[src/rtl/serial_logic_pkg.sv]
// Shared types and the single NAND primitive for the bit-serial logic unit.
// Imported by serial_logic_bit_op and serial_logic16.
package serial_logic_pkg;

    typedef enum logic [1:0] {
        IDLE  = 2'd0,
        SHIFT = 2'd1,
        DONE  = 2'd2
    } state_t;

    typedef enum logic [1:0] {
        OP_AND  = 2'b00,
        OP_NAND = 2'b01,
        OP_OR   = 2'b10,
        OP_XOR  = 2'b11
    } op_t;

    function automatic logic nand2(input logic x, input logic y);
        return ~(x & y);
    endfunction

endpackage

[src/rtl/serial_logic16_if.sv]
// Operand/result handshake bundle for serial_logic16.
// The master side issues operands and consumes results; the slave side is the unit.
interface serial_logic16_if #(
    parameter int WIDTH = 16
);
    logic             in_valid;
    logic             in_ready;
    logic [WIDTH-1:0] a;
    logic [WIDTH-1:0] b;
    logic [1:0]       op;
    logic             out_valid;
    logic             out_ready;
    logic [WIDTH-1:0] out;
    logic             busy;

    modport master (
        output in_valid, a, b, op, out_ready,
        input  in_ready, out_valid, out, busy
    );

    modport slave (
        input  in_valid, a, b, op, out_ready,
        output in_ready, out_valid, out, busy
    );
endinterface

[src/rtl/serial_logic_bit_op.sv]
// Single-bit NAND-only operator evaluator. OR/XOR paths exist only when
// SERIAL_LOGIC_OR_XOR_EN is defined; otherwise op[1] is ignored.
module serial_logic_bit_op
    import serial_logic_pkg::*;
(
    input  logic [1:0] op,
    input  logic       a_bit,
    input  logic       b_bit,
    output logic       r
);

    logic n_ab;
    logic and_r;

    assign n_ab  = nand2(a_bit, b_bit);
    assign and_r = nand2(n_ab, n_ab);

`ifdef SERIAL_LOGIC_OR_XOR_EN
    logic or_r;
    logic xor_r;

    assign or_r  = nand2(nand2(a_bit, a_bit), nand2(b_bit, b_bit));
    // Four-NAND XOR reuses the shared first-stage n_ab.
    assign xor_r = nand2(nand2(a_bit, n_ab), nand2(b_bit, n_ab));

    always_comb begin
        // NOTE: default assignment first so every path drives r and no latch is inferred.
        r = and_r;
        case (op_t'(op))
            OP_AND:  r = and_r;
            OP_NAND: r = n_ab;
            OP_OR:   r = or_r;
            OP_XOR:  r = xor_r;
            default: r = and_r;
        endcase
    end
`else
    logic unused_op_hi;

    assign unused_op_hi = op[1];
    assign r            = op[0] ? n_ab : and_r;
`endif

endmodule

[src/rtl/serial_logic16.sv]
// Bit-serial 16-bit logic unit: one result bit per clock through a NAND-only
// evaluator. Optional OR/XOR ops are enabled by SERIAL_LOGIC_OR_XOR_EN.
module serial_logic16
    import serial_logic_pkg::*;
#(
    parameter int WIDTH = 16,
    parameter int CNT_W = $clog2(WIDTH)
) (
    input  logic             clk,
    input  logic             rst_n,
    serial_logic16_if.slave  bus
);

    state_t           state;
    logic [CNT_W-1:0] cnt;
    logic [WIDTH-1:0] a_sh;
    logic [WIDTH-1:0] b_sh;
    logic [WIDTH-1:0] res_sh;
    logic [1:0]       op_q;
    logic [WIDTH-1:0] out_q;
    logic             out_valid_q;
    logic             in_ready_q;
    logic             busy_q;
    logic             r_bit;
    logic [WIDTH-1:0] res_next;

    serial_logic_bit_op u_bit_op (
        .op    (op_q),
        .a_bit (a_sh[0]),
        .b_bit (b_sh[0]),
        .r     (r_bit)
    );

    // LSB-first evaluation, so each new bit enters at the MSB and the word
    // lands aligned after WIDTH shifts.
    assign res_next = {r_bit, res_sh[WIDTH-1:1]};

    always_ff @(posedge clk or negedge rst_n) begin
        if (!rst_n) begin
            // NOTE: the shift registers are plain flops, so they take the reset
            // value along with the control state rather than being left undefined.
            state       <= IDLE;
            cnt         <= '0;
            a_sh        <= '0;
            b_sh        <= '0;
            res_sh      <= '0;
            op_q        <= OP_AND;
            out_q       <= '0;
            out_valid_q <= 1'b0;
            in_ready_q  <= 1'b1;
            busy_q      <= 1'b0;
        end else begin
            // NOTE: non-blocking assignments so every register samples pre-edge values.
            case (state)
                IDLE: begin
                    if (bus.in_valid && in_ready_q) begin
                        a_sh       <= bus.a;
                        b_sh       <= bus.b;
                        op_q       <= bus.op;
                        cnt        <= '0;
                        state      <= SHIFT;
                        in_ready_q <= 1'b0;
                        busy_q     <= 1'b1;
                    end
                end
                SHIFT: begin
                    res_sh <= res_next;
                    a_sh   <= a_sh >> 1;
                    b_sh   <= b_sh >> 1;
                    cnt    <= cnt + 1'b1;
                    if (cnt == CNT_W'(WIDTH - 1)) begin
                        state       <= DONE;
                        out_q       <= res_next;
                        out_valid_q <= 1'b1;
                    end
                end
                DONE: begin
                    if (bus.out_ready) begin
                        state       <= IDLE;
                        out_valid_q <= 1'b0;
                        in_ready_q  <= 1'b1;
                        busy_q      <= 1'b0;
                    end
                end
                default: begin
                    state       <= IDLE;
                    out_valid_q <= 1'b0;
                    in_ready_q  <= 1'b1;
                    busy_q      <= 1'b0;
                end
            endcase
        end
    end

    assign bus.in_ready  = in_ready_q;
    assign bus.out_valid = out_valid_q;
    assign bus.out       = out_q;
    assign bus.busy      = busy_q;

endmodule

[src/flat_wrapper.sv]
// flat-port wrapper written by rule: the top's interface ports become plain ports
module serial_logic16_flat import serial_logic_pkg::*;
#(
    parameter int WIDTH = 16,
    parameter int CNT_W = $clog2(WIDTH)
)
  (clk, rst_n, bus_in_valid, bus_a, bus_b, bus_op, bus_out_ready, bus_in_ready, bus_out_valid, bus_out, bus_busy);
  serial_logic16_if #(.WIDTH(WIDTH)) bus_i ();
  input  logic clk;
  input  logic rst_n;
  input wire logic [$bits(bus_i.in_valid)-1:0] bus_in_valid;
  input wire logic [$bits(bus_i.a)-1:0] bus_a;
  input wire logic [$bits(bus_i.b)-1:0] bus_b;
  input wire logic [$bits(bus_i.op)-1:0] bus_op;
  input wire logic [$bits(bus_i.out_ready)-1:0] bus_out_ready;
  output wire logic [$bits(bus_i.in_ready)-1:0] bus_in_ready;
  output wire logic [$bits(bus_i.out_valid)-1:0] bus_out_valid;
  output wire logic [$bits(bus_i.out)-1:0] bus_out;
  output wire logic [$bits(bus_i.busy)-1:0] bus_busy;
  assign bus_i.in_valid = bus_in_valid;
  assign bus_i.a = bus_a;
  assign bus_i.b = bus_b;
  assign bus_i.op = bus_op;
  assign bus_i.out_ready = bus_out_ready;
  assign bus_in_ready = bus_i.in_ready;
  assign bus_out_valid = bus_i.out_valid;
  assign bus_out = bus_i.out;
  assign bus_busy = bus_i.busy;
  serial_logic16 #(.WIDTH(WIDTH), .CNT_W(CNT_W)) u_core (.clk(clk), .rst_n(rst_n), .bus(bus_i));
endmodule
[config.mk]
export PLATFORM = sky130hd
export DESIGN_NAME = serial_logic16_flat
export DESIGN_NICKNAME = d
export VERILOG_FILES = /design/src/rtl/serial_logic_pkg.sv /design/src/rtl/serial_logic16_if.sv /design/src/rtl/serial_logic_bit_op.sv /design/src/rtl/serial_logic16.sv /design/src/flat_wrapper.sv
export SDC_FILE = /design/constraint.sdc
export NUM_CORES = 1
export LEC_CHECK = 0
export ABC_AREA = 1
export CORE_MARGIN = 2
export CORE_UTILIZATION = 40
export CTS_BUF_LIST = sky130_fd_sc_hd__clkbuf_8
export CTS_CLUSTER_SIZE = 28
export DETAILED_ROUTE_END_ITERATION = 8
export GPL_TIMING_DRIVEN = 1
export PLACE_DENSITY = 0.61
export SYNTH_ARGS = -nofsm -noshare
export SYNTH_HDL_FRONTEND = slang
export SYNTH_SLANG_ARGS = --single-unit
export TNS_END_PERCENT = 10
[constraint.sdc]
create_clock -name clk -period 2 [get_ports clk]
set_input_delay 0.3 -clock clk [delete_from_list [all_inputs] [get_ports clk]]
set_output_delay 0.3 -clock clk [all_outputs]
set_load 0.01 [all_outputs]
==> flow_summary.toml <==
[placement]
preCtsSetupSlack_ns = 0.411
gp_congestion = 0.750
port_buffers = 55
hpwl_um = 4550
placed_cell_area_um2 = 3970

[sta]
clock_skew_ns = 0.00827
post-route-min-period_ns = 1.70
setup_tns_ns = 0
slew_headroom_pct = 67.5
max_freq_ghz = 0.587
timing.final.crit_share_pct = 85.2
worst_slew_pin_slew_ns = 0.487
fin_ws_ns = 0.296
slew_violations = 0
finalHoldViolCount = 0
setup_viol_count_final = 0
rsz0062_at_grt = "no"

[finish]
fin_nets = 516
postLayoutCoreUtil_pct = 51.5
antenna_cells = 0
drive_gt1_share_pct = 7.90
final_area_um2 = 4190
area_growth_pct = 26.2
fillerInstances = 796

[routing]
dr.pass1.iters = 4
drtAntennaViolNets = 0
vias_per_cell = 4.83
wl_per_cell_um = 12.0
post-route-drc-count = 0
drt-initial-drc-count = 129
vias = 2833
drt-total-wl_um = 7050

[grt]
grt_max_degree = 39
track_usage_pct = 17.4
gr-total-overflow = 0
antenna_found_initial = 0
grt_pass1_vias = 2727
grt_pass1_wl_um = 12400

[synth]
yosysWarnings = 0
synthFlopType = "dfrtp_1"
synth-xor-area-share_pct = 0
synth-seq-cells = 73
synthAdderAreaFrac_pct = 0.377
yosys.area_share.simple_pct = 36.5
synthArstFlopShare_pct = 100
yosysSeqAreaShare_pct = 55.0
synth_top_family_by_area = "simple AND/OR/NAND/NOR gates"
synth.area.top_cells = "dfrtp_1 54%, nand2_1 24%, nand3_1 11%"
synth-compound-area-share_pct = 2.11
ys_types = 18
netlist_area_um2 = 3320
synth-edff-count = 0
synth_top_area_share_pct = 54.3
synth_common_cells = "210 x nand2_1, 75 x nand3_1, 72 x dfrtp_1"
avgSynthCellArea_um2 = 7.85
synth_top_area_cell = "dfrtp_1"
synthMuxAreaShare_pct = 0
synth.most_common_cell = "nand2_1"
syn_inst = 423
syn_nets = 462

[die]
dieArea_um2 = 9050
core_um2 = 8130
initial_utilization_pct = 40.8
ios = 57
dieWidth_um = 95.1
die_h_um = 95.1
core.rowCount = 33

[critical_path]
ff2ff_setup_slack_ns = 0.54
reg2regPathDepth = 6
crit_family = "flip-flops"
arrival_ns = 1.40
path_max_fanout = 3
critical_path.slowest_cell = "dfstp_2"
critPathKind = "register to output pin"
worstPathCellList = "clkdlybuf4s50_1"
cp-start-kind = "register"
critPathCaptureType = "output pin"
critPathRequiredTime_ns = 1.70
critPathMaxStageDelay_ns = 0.54
cp_num_cells = 1
crit_buf_inv = 1

[clock_network]
cts.sinks = 73
clock_path_buffers = 2
h-tree-depth = 3
cts_resized = 0
cts_root_buf = "clkbuf_8"
cts_made_buffers = 9
clkLatencyLatePin_ns = 0.34
path_clk_slew_ns = 0.08
cts_tree = "done"

[pwr]
powerDensity_nw_per_um2 = 1450
vdd_drop_max_uv = 577
p_leak_uw = 0.00221

[status]
status = "finished, final reports clean"

[flow_run]
cap_violations = 0

[hold_path]
min_path_type = "input pin to async pin"
[timing repair]
item                       4_1_cts  5_1_grt
setup endpoints to repair        0        0
setup buffers                    0        0
hold endpoints to repair        34        0
hold buffers                     1        0
[sequential cells by signal, indices dropped and copies added, names as in the netlist, 2 cells and up]
| name | cells |
|---|---|
| u_core.state | 2 |
| u_core.res_sh | 15 |
| u_core.bus.out | 16 |
| u_core.a_sh | 16 |
| u_core.b_sh | 16 |
| u_core.cnt | 4 |
[logic make-up after synthesis]
| family | after synthesis |
|---|---|
| fa+ha+maj | 1 |
| compound gates | 14 |
| simple gates | 293 |
| buf+inv | 42 |
| flops | 73 |
[layer usage]
metal	up-vias	global-route usage [%]	share of wire [%]
li1	1440	-	-
met1	1317	22.6	47
met2	72	28.9	47
met3	4	4.90	5.0
met4	0	4.47	0.88
met5	-	0	0
[placed cells by master (no fill, tap or decap), drive strengths merged]
| cell type | n |
|---|---|
| nand2 | 211 |
| nand3 | 75 |
| dfrtp | 72 |
| clkdlybuf4s50 | 54 |
| inv | 16 |
| o21ai | 14 |
| buf | 14 |
| clkbuf | 9 |
| clkinv | 4 |
| nor2 | 4 |
| or2 | 2 |
| bufinv | 2 |
| nand4 | 1 |
| ha | 1 |
| dlygate4sd3 | 1 |
| dfstp | 1 |
[final timing paths]
check / startpoint / end
max reg2reg: u_core.cnt[0] / u_core.bus.out[14]
min: rst_n / u_core.bus.out[2]
min in group clk: u_core.bus.out[15] / u_core.bus.out[15]
max: u_core.bus.in_ready / bus_in_ready
max in group asynchronous: rst_n / u_core.b_sh[5]
min reg2reg: u_core.bus.out[15] / u_core.bus.out[15]
[where the power goes]
part / leakage, uW / internal [uW] / switching (uW)
clock: 0.000109 / 691 / 541
sequential: 0.000946 / 2090 / 361
combinational: 0.00116 / 1010 / 1400
[metrics by stage]
step	hold WS (ns)	instances	power, uW
2_1_floorplan	0.00441	423	4120
6_report	0.453	586	6100
4_1_cts	0.461	586	6170
3_5_place_dp	0.300	570	4920
5_1_grt	0.493	586	6660
3_3_place_gp	0.296	570	4850
[area by class of cell]
class	instances	area (um^2)	area share (%)
Multi-Input combinational cell	308	1300	30.9
Clock inverter	6	83.8	2.00
Inverter	16	60.1	1.43
Timing Repair Buffer	69	668	15.9
Clock buffer	9	124	2.96
Tap cell	105	131	3.13
Sequential cell	73	1830	43.6
Power figures use the tool's default switching activity.
